==> config.mk <==
export PLATFORM = sky130hd
export DESIGN_NAME = bus_cycle_controller
export DESIGN_NICKNAME = d
export VERILOG_FILES = /design/src/rtl/bus_cycle_controller.sv
export SDC_FILE = /design/constraint.sdc
export NUM_CORES = 1
export LEC_CHECK = 0
export ABC_CLOCK_PERIOD_IN_PS = 4800
export BUFFER_PORTS_ARGS = -buffer_cell sky130_fd_sc_hd__buf_2
export CELL_PAD_IN_SITES_DETAIL_PLACEMENT = 0
export CELL_PAD_IN_SITES_GLOBAL_PLACEMENT = 2
export CORE_MARGIN = 3
export CORE_UTILIZATION = 34
export DETAILED_ROUTE_END_ITERATION = 10
export GPL_ROUTABILITY_DRIVEN = 0
export PLACE_DENSITY_LB_ADDON = 0.1
export SYNTH_ARGS = -nofsm -noshare
export SYNTH_HDL_FRONTEND = slang
export SYNTH_SLANG_ARGS = --single-unit
==> constraint.sdc <==
create_clock -name clock -period 4.8 [get_ports clock]
set_input_delay 0.48 -clock clock [delete_from_list [all_inputs] [get_ports clock]]
set_output_delay 0.48 -clock clock [all_outputs]
set_load 0.05 [all_outputs]
==> src/rtl/bus_cycle_controller.sv <==
`timescale 1ns/1ps
// 8088 minimum-mode bus cycle controller: follows the CPU T-states, latches the
// demultiplexed address and cycle type, drives system command strobes and RDY.
module bus_cycle_controller #(
    parameter int unsigned IO_WAIT_STATES  = 1,
    parameter int unsigned MEM_WAIT_STATES = 0,
    parameter int unsigned TIMEOUT_CYCLES  = 255
) (
    input  logic        clock,
    input  logic        reset_n,
    input  logic        cpu_clock_posedge,
    input  logic        cpu_clock_negedge,
    input  logic [19:0] ADDRESS_IN,
    input  logic        ALE,
    input  logic        RD_N,
    input  logic        WR_N,
    input  logic        IO_OR_M,
    input  logic        DT_OR_R,
    input  logic        INTA_N,
    input  logic        EXT_READY,
    output logic [19:0] ADDRESS,
    output logic        X_IO_OR_M,
    output logic        R_OR_DT,
    output logic        MEMR_N,
    output logic        MEMW_N,
    output logic        IOR_N,
    output logic        IOW_N,
    output logic        IO_E,
    output logic        RDY,
    output logic        BUS_TIMEOUT,
    output logic [2:0]  T_STATE
);

    typedef enum logic [2:0] {
        S_IDLE = 3'd0,
        S_T1   = 3'd1,
        S_T2   = 3'd2,
        S_T3   = 3'd3,
        S_TW   = 3'd4,
        S_T4   = 3'd5
    } t_state_e;

    localparam logic [3:0] IO_WAIT  = 4'(IO_WAIT_STATES);
    localparam logic [3:0] MEM_WAIT = 4'(MEM_WAIT_STATES);
    localparam logic [7:0] TIMEOUT  = 8'(TIMEOUT_CYCLES);

    t_state_e    state_q, state_d;
    logic [19:0] address_q, address_d;
    logic        x_io_q, x_io_d;
    logic        r_or_dt_q, r_or_dt_d;
    logic        memr_n_q, memr_n_d;
    logic        memw_n_q, memw_n_d;
    logic        ior_n_q, ior_n_d;
    logic        iow_n_q, iow_n_d;
    logic        io_e_q, io_e_d;
    logic        rdy_q, rdy_d;
    logic        bus_timeout_q, bus_timeout_d;
    logic [3:0]  wait_cnt_q, wait_cnt_d;
    logic [7:0]  timeout_cnt_q, timeout_cnt_d;

    logic timed_out;
    logic ext_ready_eff;
    logic need_wait;
    logic bus_active;
    logic cmd_state;

    always_comb begin
        // Once the watchdog has expired, external ready is ignored until the next T1->T2.
        timed_out     = (timeout_cnt_q == TIMEOUT);
        ext_ready_eff = EXT_READY | timed_out;
        need_wait     = (wait_cnt_q != 4'd0) || !ext_ready_eff;
        bus_active    = (state_q == S_T2) || (state_q == S_T3) || (state_q == S_TW);
        cmd_state     = bus_active || (state_q == S_T4);
    end

    always_comb begin
        state_d       = state_q;
        address_d     = address_q;
        x_io_d        = x_io_q;
        r_or_dt_d     = r_or_dt_q;
        wait_cnt_d    = wait_cnt_q;
        timeout_cnt_d = timeout_cnt_q;
        bus_timeout_d = 1'b0;

        if (cpu_clock_posedge && ALE) begin
            state_d   = S_T1;
            address_d = ADDRESS_IN;
            x_io_d    = IO_OR_M | ~INTA_N;
            r_or_dt_d = ~DT_OR_R;
        end else if (cpu_clock_negedge) begin
            case (state_q)
                S_T1: begin
                    state_d       = S_T2;
                    wait_cnt_d    = x_io_q ? IO_WAIT : MEM_WAIT;
                    timeout_cnt_d = 8'd0;
                end
                S_T2: state_d = S_T3;
                S_T3, S_TW: begin
                    if (need_wait) begin
                        state_d = S_TW;
                        if (wait_cnt_q != 4'd0) begin
                            wait_cnt_d = wait_cnt_q - 4'd1;
                        end
                        if (!EXT_READY && !timed_out) begin
                            timeout_cnt_d = timeout_cnt_q + 8'd1;
                            bus_timeout_d = (timeout_cnt_q + 8'd1 == TIMEOUT);
                        end
                    end else begin
                        state_d = S_T4;
                    end
                end
                S_T4:    state_d = S_IDLE;
                default: state_d = S_IDLE;
            endcase
        end

        memr_n_d = ~(cmd_state & ~RD_N & ~x_io_q);
        memw_n_d = ~(cmd_state & ~WR_N & ~x_io_q);
        ior_n_d  = ~(cmd_state & ~RD_N & x_io_q);
        iow_n_d  = ~(cmd_state & ~WR_N & x_io_q);
        io_e_d   = x_io_q & bus_active;
        rdy_d    = ~(bus_active & need_wait);
    end

    always_ff @(posedge clock or negedge reset_n) begin
        if (!reset_n) begin
            state_q       <= S_IDLE;
            address_q     <= 20'd0;
            x_io_q        <= 1'b0;
            r_or_dt_q     <= 1'b1;
            memr_n_q      <= 1'b1;
            memw_n_q      <= 1'b1;
            ior_n_q       <= 1'b1;
            iow_n_q       <= 1'b1;
            io_e_q        <= 1'b0;
            rdy_q         <= 1'b1;
            bus_timeout_q <= 1'b0;
            wait_cnt_q    <= 4'd0;
            timeout_cnt_q <= 8'd0;
        end else begin
            state_q       <= state_d;
            address_q     <= address_d;
            x_io_q        <= x_io_d;
            r_or_dt_q     <= r_or_dt_d;
            memr_n_q      <= memr_n_d;
            memw_n_q      <= memw_n_d;
            ior_n_q       <= ior_n_d;
            iow_n_q       <= iow_n_d;
            io_e_q        <= io_e_d;
            rdy_q         <= rdy_d;
            bus_timeout_q <= bus_timeout_d;
            wait_cnt_q    <= wait_cnt_d;
            timeout_cnt_q <= timeout_cnt_d;
        end
    end

    assign ADDRESS     = address_q;
    assign X_IO_OR_M   = x_io_q;
    assign R_OR_DT     = r_or_dt_q;
    assign MEMR_N      = memr_n_q;
    assign MEMW_N      = memw_n_q;
    assign IOR_N       = ior_n_q;
    assign IOW_N       = iow_n_q;
    assign IO_E        = io_e_q;
    assign RDY         = rdy_q;
    assign BUS_TIMEOUT = bus_timeout_q;
    assign T_STATE     = state_q;

endmodule
== Word level (Yosys, flattened, before mapping) ==
Cells that the tools add are included.
Word-level totals
  register bits: 44
  bits of input ports: 31
  word-level logic and storage cells: 77
Operators by class
  muxes and demuxes: 16
  reductions and logical operators: 15
  bitwise operators: 21
  add/sub/neg operators: 2
  eq/ne operators: 10
Operators by type and width (count)
  == test 8 bit (second input constant): 2
  2-to-1 mux 8 bit: 2
  case mux 8 bit (2 select lines): 1
  NOT 1 bit: 11
  AND reduction 5 bit: 2
  case mux 3 bit (3 select lines): 1
  adder 8 x 1 -> 8 bit (second input constant): 1
  bitwise AND 1 bit: 8
  2-to-1 mux 4 bit: 2
  case mux 4 bit (2 select lines): 1
  2-to-1 mux 1 bit: 7
  == test 3 x 2 -> 1 bit (second input constant): 2
  == test 3 bit (second input constant): 2
  2-to-1 mux 3 bit: 2
  inequality test 2 bit (second input constant): 3
  logical OR 1 bit: 4
  nonzero test 2 bit: 2
  nonzero test 4 bit: 1
  subtractor 4 x 1 -> 4 bit (second input constant): 1
  == test 3 x 1 -> 1 bit (second input constant): 1
  logical NOT 1 bit: 3
  logical AND 1 bit: 2
  OR 1 bit: 2
  OR reduction 2 bit: 1

== Depth between registers and ports, before layout ==
Gate-level depths: netlist (run 1).
  depth after elaboration: 8
  gate-level depth with buffers: 6
  depth with buffers taken out: 6

== Least setup slack after synthesis (run 1) ==
No wires, ideal clock.
  path kind: register to register
  start: register state_q[1] (netlist: T_STATE[1])
  end: register timeout_cnt_q[7]
  library setup time: 0.082 ns
  arrival time: 1.657 ns
  path buffers: 1
  setup slack: 3.061 ns
  data required time: 4.718 ns
  stages on the path, launching flop included: 6
  path through: dfrtp_1 -> clkbuf_2 -> or3b_4 -> a21oi_4 -> a41oi_1 -> a31oi_1
Between the ends
  word-level cells in the longest chain between the ends: 4
RTL lines
  start, declared: line 47  | t_state_e state_q, state_d;
  start signal, assigned: line 141  | state_q <= state_d;
  == test 3 x 2 -> 1 bit / == test 3 bit (equally long branches): line 91  | case (state_q)
  OR reduction 2 bit: line 91
  inequality test 2 bit (no line) / nonzero test 2 bit (equally long branches)
  AND reduction 5 bit (no line)
  end signal, assigned: line 153  | timeout_cnt_q <= timeout_cnt_d;
  end, declared: line 59  | logic [7:0] timeout_cnt_q, timeout_cnt_d;
Parallel ways exist; a longest one is shown, timed or not.
A chain may end at the register's enable or synchronous reset.

== Worst setup path after layout (run 1) ==
  start: register timeout_cnt_q[0]
  end: register timeout_cnt_q[0]
Between the ends
  word-level cells in the longest chain between the ends: 6
RTL lines
  branches (longest 6 deep; another with adder 8 x 1 -> 8 bit)
Several ways; the timed one is not identified. The select of a mux whose other input is x is not followed.

==> results of run 1 <==
[per-layer routing]
layer | up-vias | GRT usage
met5 | - | 0
met4 | 0 | 0.0388
met1 | 747 | 0.190
li1 | 793 | -
met3 | 2 | 0.0393
met2 | 38 | 0.188
[report_power, final]
part	leakage, uW	switching, uW	internal [uW]
registers	0.000537	65.5	443
clock network	0.0000510	123	115
logic	0.000555	295	141
[layout by cell type, fill, tap and decap left out, types with 6 or more instances in the layout]
| master | Yosys | final |
|---|---|---|
| clkbuf_8 | 0 | 6 |
| o21ai_0 | 12 | 12 |
| nor2_1 | 7 | 7 |
| nand2_1 | 12 | 12 |
| dfrtp_1 | 38 | 38 |
| dfstp_2 | 6 | 6 |
| buf_2 | 2 | 62 |
| inv_1 | 9 | 9 |
| a21oi_1 | 9 | 9 |
| mux2_2 | 20 | 20 |
[logic make-up (layout without fill, tap and decap cells)]
kind of cell               count (synthesis)  after routing  share of synthesized area
xor gates and xnor gates                   2              2                    0.00832
and+or+nand+nor                           51             51                      0.146
DFF                                       44             44                      0.526
muxes                                     20             20                      0.107
adders and majority gates                  4              4                     0.0238
buffers and inverters                     17             79                     0.0327
AOI/OAI and AO/OA                         47             47                      0.156
[per-stage QoR]
step | utilization | instance area, um2 | total power, uW | instances
global route | 0.431 | 2570 | 1260 | 322
finish | 0.431 | 2570 | 1180 | 322
floorplan | - | 2110 | 840 | 185
global placement | 0.416 | 2470 | 956 | 314
CTS | 0.431 | 2570 | 1200 | 322
detailed placement | 0.416 | 2470 | 955 | 314
[synth_stat cells, types with 3 or more instances]
cell type and n:
nand2_1 12, inv_1 9, nor2_1 7, a21oi_1 9
nand3b_1 4, dfrtp_1 38, nand3_1 4, nand4_1 3
clkbuf_1 4, o2bb2ai_1 3, nor3_1 3, dfstp_2 6
o21ai_0 12, ha_1 4, mux2_2 20
[cell type report]
type,instances,area (um2),share of cell area
Timing Repair Buffer,62,310,0.121
Inverter,9,33.8,0.0132
Clock buffer,6,82.6,0.0322
Sequential cell,44,1110,0.432
Multi-Input combinational cell,124,928,0.362
Tap cell,75,93.8,0.0365
Clock inverter,2,10.0,0.00390
[flip-flops by register name, summed over array words and instances (netlist names)]
| signal | cells |
|---|---|
| IOR_N | 1 |
| MEMR_N | 1 |
| BUS_TIMEOUT | 1 |
| T_STATE | 3 |
| RDY | 1 |
| ADDRESS | 20 |
| IO_E | 1 |
| MEMW_N | 1 |
| wait_cnt_q | 4 |
| IOW_N | 1 |
| R_OR_DT | 1 |
| timeout_cnt_q | 8 |
| X_IO_OR_M | 1 |
[how the worst max path moves through the flow]
stage	cells past startpoint	endpoint	slack, ns
6_report	5	timeout_cnt_q[0]	3.04
3_3_place_gp	3	ADDRESS[13]	2.91
4_1_cts	5	timeout_cnt_q[0]	3.03
2_1_floorplan	5	timeout_cnt_q[7]	3.06
5_1_grt	5	timeout_cnt_q[1]	2.86
3_5_place_dp	3	ADDRESS[2]	2.92
==> impl_metrics.toml, run 1 <==
[status]
status = "finished, final reports clean"

[power]
vdd_drop_max_mv = 0.206
power.density_nw_per_um2 = 460
leakagePower_uw = 0.00114

[clock_tree]
clock_sinks = 44
htreeDepth = 2
post_cts_buffers = 0
cts_root_buffer = "clkbuf_8"
clk-insertion-delay-late_ns = 0.29
cts_buffers = 5
ctsLongestPathBuffers = 2
cts_resized = 0
clk_pin_slew_ns = 0.08
cts_tree = "done"
cts_hold_buf = 0

[finish]
drive_above_1_share = 0.425
n_fill_cell = 608
fin_nets = 281
diodes = 0
area_growth_pct = 21.9

[routing]
wl_met3_um = 255
avgViaCountPerCell = 4.91
detailedRoute.firstPassIterationCount = 4
ant_nets = 0
m1WireLength_mm = 2.35
drtIter0Drc = 52
post_drt_wl_per_cell_um = 14.3
highest_layer = "met4"
remaining_drc_errors = 0
wirelength_mm = 4.61
num_vias = 1580
wl_met2_mm = 1.98

[die]
die_w_um = 84.7
rows = 28
fp.coreArea_um2 = 5960
die_h_um = 84.7
io_pins = 63
dieArea_um2 = 7170
start_util = 0.354

[worst_setup_path]
reg2reg_depth = 5
max_stage_delay_ns = 0.44
critical_path.top_delay_family = "compound AO/OA/AOI/OAI gates"
crit_chain = "ha_1 -> nand3_1 -> o21bai_1 -> a21oi_1 -> a21oi_1"
rrSetupSlack_ns = 3.04
worstReg2RegEnd = "timeout_cnt_q[0]"
endpoint_kind = "flop"
crit_type = "reg2reg"
crit_top_cell = "a21oi_1"
r2r-start = "timeout_cnt_q[0]"
arrival_ns = 1.98
startpoint = "timeout_cnt_q[0]"
critPathMaxFanout = 7
required_ns = 5.02
cp_slowest_cell = "dfrtp_1"
critPathBufInv = 0
crit_path_start_kind = "flop"

[logic_synthesis]
yosysSeqAreaShare = 0.526
synth_top_area_frac = 0.452
syn_avg_cell_area_um2 = 11.4
asyncSetResetFlopFracSynth = 1.00
yosys_warnings = 0
synth_nets = 220
synth.area.top_cells = "dfrtp_1, mux2_2, dfstp_2"
syn_inst = 185
synth_edf_count = 0
synth_flop_cell = "dfrtp_1"
yosysTopAreaCell = "dfrtp_1"
ys_ff_latch = 44
synth.distinct_cells = 51
synth.cell_area_um2 = 2110

[sta]
setup_violations = 0
fmax_mhz = 567
period_needed_ns = 1.76
rsz0062_at_grt = "no"
post-route-period-util = 0.367
tightest_slew_ns = 0.982
final_hold_viol_count = 0
maxSlewHeadroom = 0.345
final_max_slew_viol_count = 0
hold_slack_ns = 0.347
timing.final.ws_setup_ns = 3.04
fin_skew_ns = 0.00982
tns_ns = 0

[global_routing]
grt_pass1_vias = 1523
antenna_found_initial = 0
gr-total-overflow = 0
grt_max_degree = 45
grt_pass1_wl_mm = 7.62
grt_util_all_layers = 0.131

[placement]
detailedPlace.worstSlack_ns = 2.92
port_buffers = 62
dp_hpwl_mm = 3.36

[min_path]
min_path_type = "in2async"

[flow_run]
drv_cap = 0
No activity file was read; power rests on OpenSTA's default activity.
==> inputs of run 2 (changes only) <==
--- a/config.mk
+++ b/config.mk
@@ -5,12 +5,12 @@
 export SDC_FILE = /design/constraint.sdc
 export NUM_CORES = 1
 export LEC_CHECK = 0
-export ABC_CLOCK_PERIOD_IN_PS = 4800
+export ABC_CLOCK_PERIOD_IN_PS = 1740
 export BUFFER_PORTS_ARGS = -buffer_cell sky130_fd_sc_hd__buf_2
 export CELL_PAD_IN_SITES_DETAIL_PLACEMENT = 0
 export CELL_PAD_IN_SITES_GLOBAL_PLACEMENT = 2
 export CORE_MARGIN = 3
-export CORE_UTILIZATION = 34
+export CORE_UTILIZATION = 32
 export DETAILED_ROUTE_END_ITERATION = 10
 export GPL_ROUTABILITY_DRIVEN = 0
 export PLACE_DENSITY_LB_ADDON = 0.1
==> constraint.sdc (replaced) <==
create_clock -name clock -period 1.74 [get_ports clock]
set_input_delay 0.174 -clock clock [delete_from_list [all_inputs] [get_ports clock]]
set_output_delay 0.174 -clock clock [all_outputs]
set_load 0.05 [all_outputs]
==> impl_metrics.toml, run 2 (same netlist as run 1, synthesis figures left out) <==
[sta]
hold_slack_ns = 0.0414
setup_violations = 0
fin_skew_ns = 0.00525
final_hold_viol_count = 0
final_max_slew_viol_count = 0
fmax_mhz = 621
tightest_slew_ns = 0.519
period_needed_ns = 1.61
rsz0062_at_grt = "no"
maxSlewHeadroom = 0.654
tns_ns = 0
post-route-period-util = 0.925

[global_routing]
antenna_found_initial = 0
grt.busiest_layer = "met2"
grt_use_met3 = 0.0369
gr-usage-met2 = 0.204
grt_max_degree = 23
gr-total-overflow = 0
gr-usage-met1 = 0.173
grt_pass1_vias = 1584
grt_util_all_layers = 0.130
grt_pass1_wl_mm = 7.67

[power]
leakagePower_uw = 0.00122
vdd_drop_max_mv = 0.529
power.density_nw_per_um2 = 1310

[status]
status = "finished, final reports clean"

[worst_setup_path]
critPathBufInv = 0
crit_type = "reg2reg"
arrival_ns = 1.80
endpoint_kind = "flop"
crit_chain = "and2b_4 -> a21oi_2 -> o21ai_0 -> a22o_1"
critPathMaxFanout = 9
crit_path_start_kind = "flop"
cp_slowest_cell = "dfrtp_1"
critical_path.top_delay_family = "compound AO/OA/AOI/OAI gates"
max_stage_delay_ns = 0.50
required_ns = 1.93

[routing]
detailedRoute.firstPassIterationCount = 4
post_drt_wl_per_cell_um = 14.5
wirelength_mm = 4.86
ant_nets = 0
drtIter0Drc = 55
num_vias = 1659
avgViaCountPerCell = 4.95
remaining_drc_errors = 0

[die]
die_h_um = 87.1
dieArea_um2 = 7590
start_util = 0.343
io_pins = 63
die_w_um = 87.1
fp.coreArea_um2 = 6130
rows = 28

[clock_tree]
cts_tree = "done"
clock_sinks = 44
clk_pin_slew_ns = 0.09
htreeDepth = 2
ctsLongestPathBuffers = 2
cts_root_buffer = "clkbuf_8"
clk-insertion-delay-late_ns = 0.30
cts_buffers = 5

[placement]
dp_hpwl_mm = 3.69
port_buffers = 62

[finish]
area_growth_pct = 28.5
largest_register_ffs = 20
fin_nets = 294
layout_common_cells = "buf_2, dfrtp_1, mux2_2"
diodes = 0
mostFrequentLayoutCell = "buf_2"
drive_above_1_share = 0.454

[min_path]
min_path_type = "in2reg"

[flow_run]
drv_cap = 0
==> run 2: cell count changes in the layout (fill, tap and decap cells not counted) <==
cell | before | now
buf_4 | 0 | 12
bufinv_16 | 0 | 1
clkinv_2 | 2 | 0
dlygate4sd3_1 | 0 | 1
clkbuf_8 | 6 | 7
nand3_1 | 4 | 3
nand3_2 | 0 | 1
==> run 2: worst paths after layout <==
path | startpoint | depth (start not counted) | endpoint | slack [ns]
min in group asynchronous | reset_n | 2 | ADDRESS[6] | 0.37
worst max-delay path | T_STATE[2] | 4 | timeout_cnt_q[6] | 0.13
max in group asynchronous | reset_n | 3 | RDY | 0.72
worst min-delay path | DT_OR_R | 2 | R_OR_DT | 0.04
worst min register to register | ADDRESS[16] | 1 | ADDRESS[16] | 0.50
worst max register to register | T_STATE[2] | 4 | timeout_cnt_q[6] | 0.13
==> run 2: through the flow <==
step	cells	utilization	cell area, um2	setup slack, ns	power [uW]
floorplan	185	-	2110	0.00147	2320
global placement	326	0.418	2560	0.145	2710
detailed placement	326	0.418	2560	0.136	2690
CTS	335	0.441	2700	0.130	3580
global route	335	0.441	2710	0.00835	3760
finish	335	0.441	2710	0.131	3540
==> run 2: cell type report <==
class                   instances  area, um2
inverters                       9       33.8
repair buffers                 75        410
fillers                       619       3420
clock buffers                   7       96.3
multi-input cells             124        933
clock inverters                 1       30.0
flip-flops and latches         44       1110
well taps                      75       93.8
==> run 2: report_power, final <==
| part | switching, uW | internal [uW] | total, uW |
|---|---|---|---|
| Sequential | 147 | 1220 | 1370 |
| Combinational | 851 | 444 | 1300 |
| Clock | 368 | 507 | 876 |
| Total | 1370 | 2170 | 3540 |
==> run 2: layer usage <==
metal	vias up	share of wire	wire length (um)
li1	821	-	-
met1	780	0.47	2290
met2	52	0.45	2170
met3	6	0.071	346
met4	0	0.013	63
met5	-	0	0
==> run 2: timing repair <==
item	4_1_cts	5_1_grt
hold endpoints to repair	20	0
hold buffers	1	0
endpoints found under the setup margin	0	5
resized for setup	0	1
buffers inserted	0	0
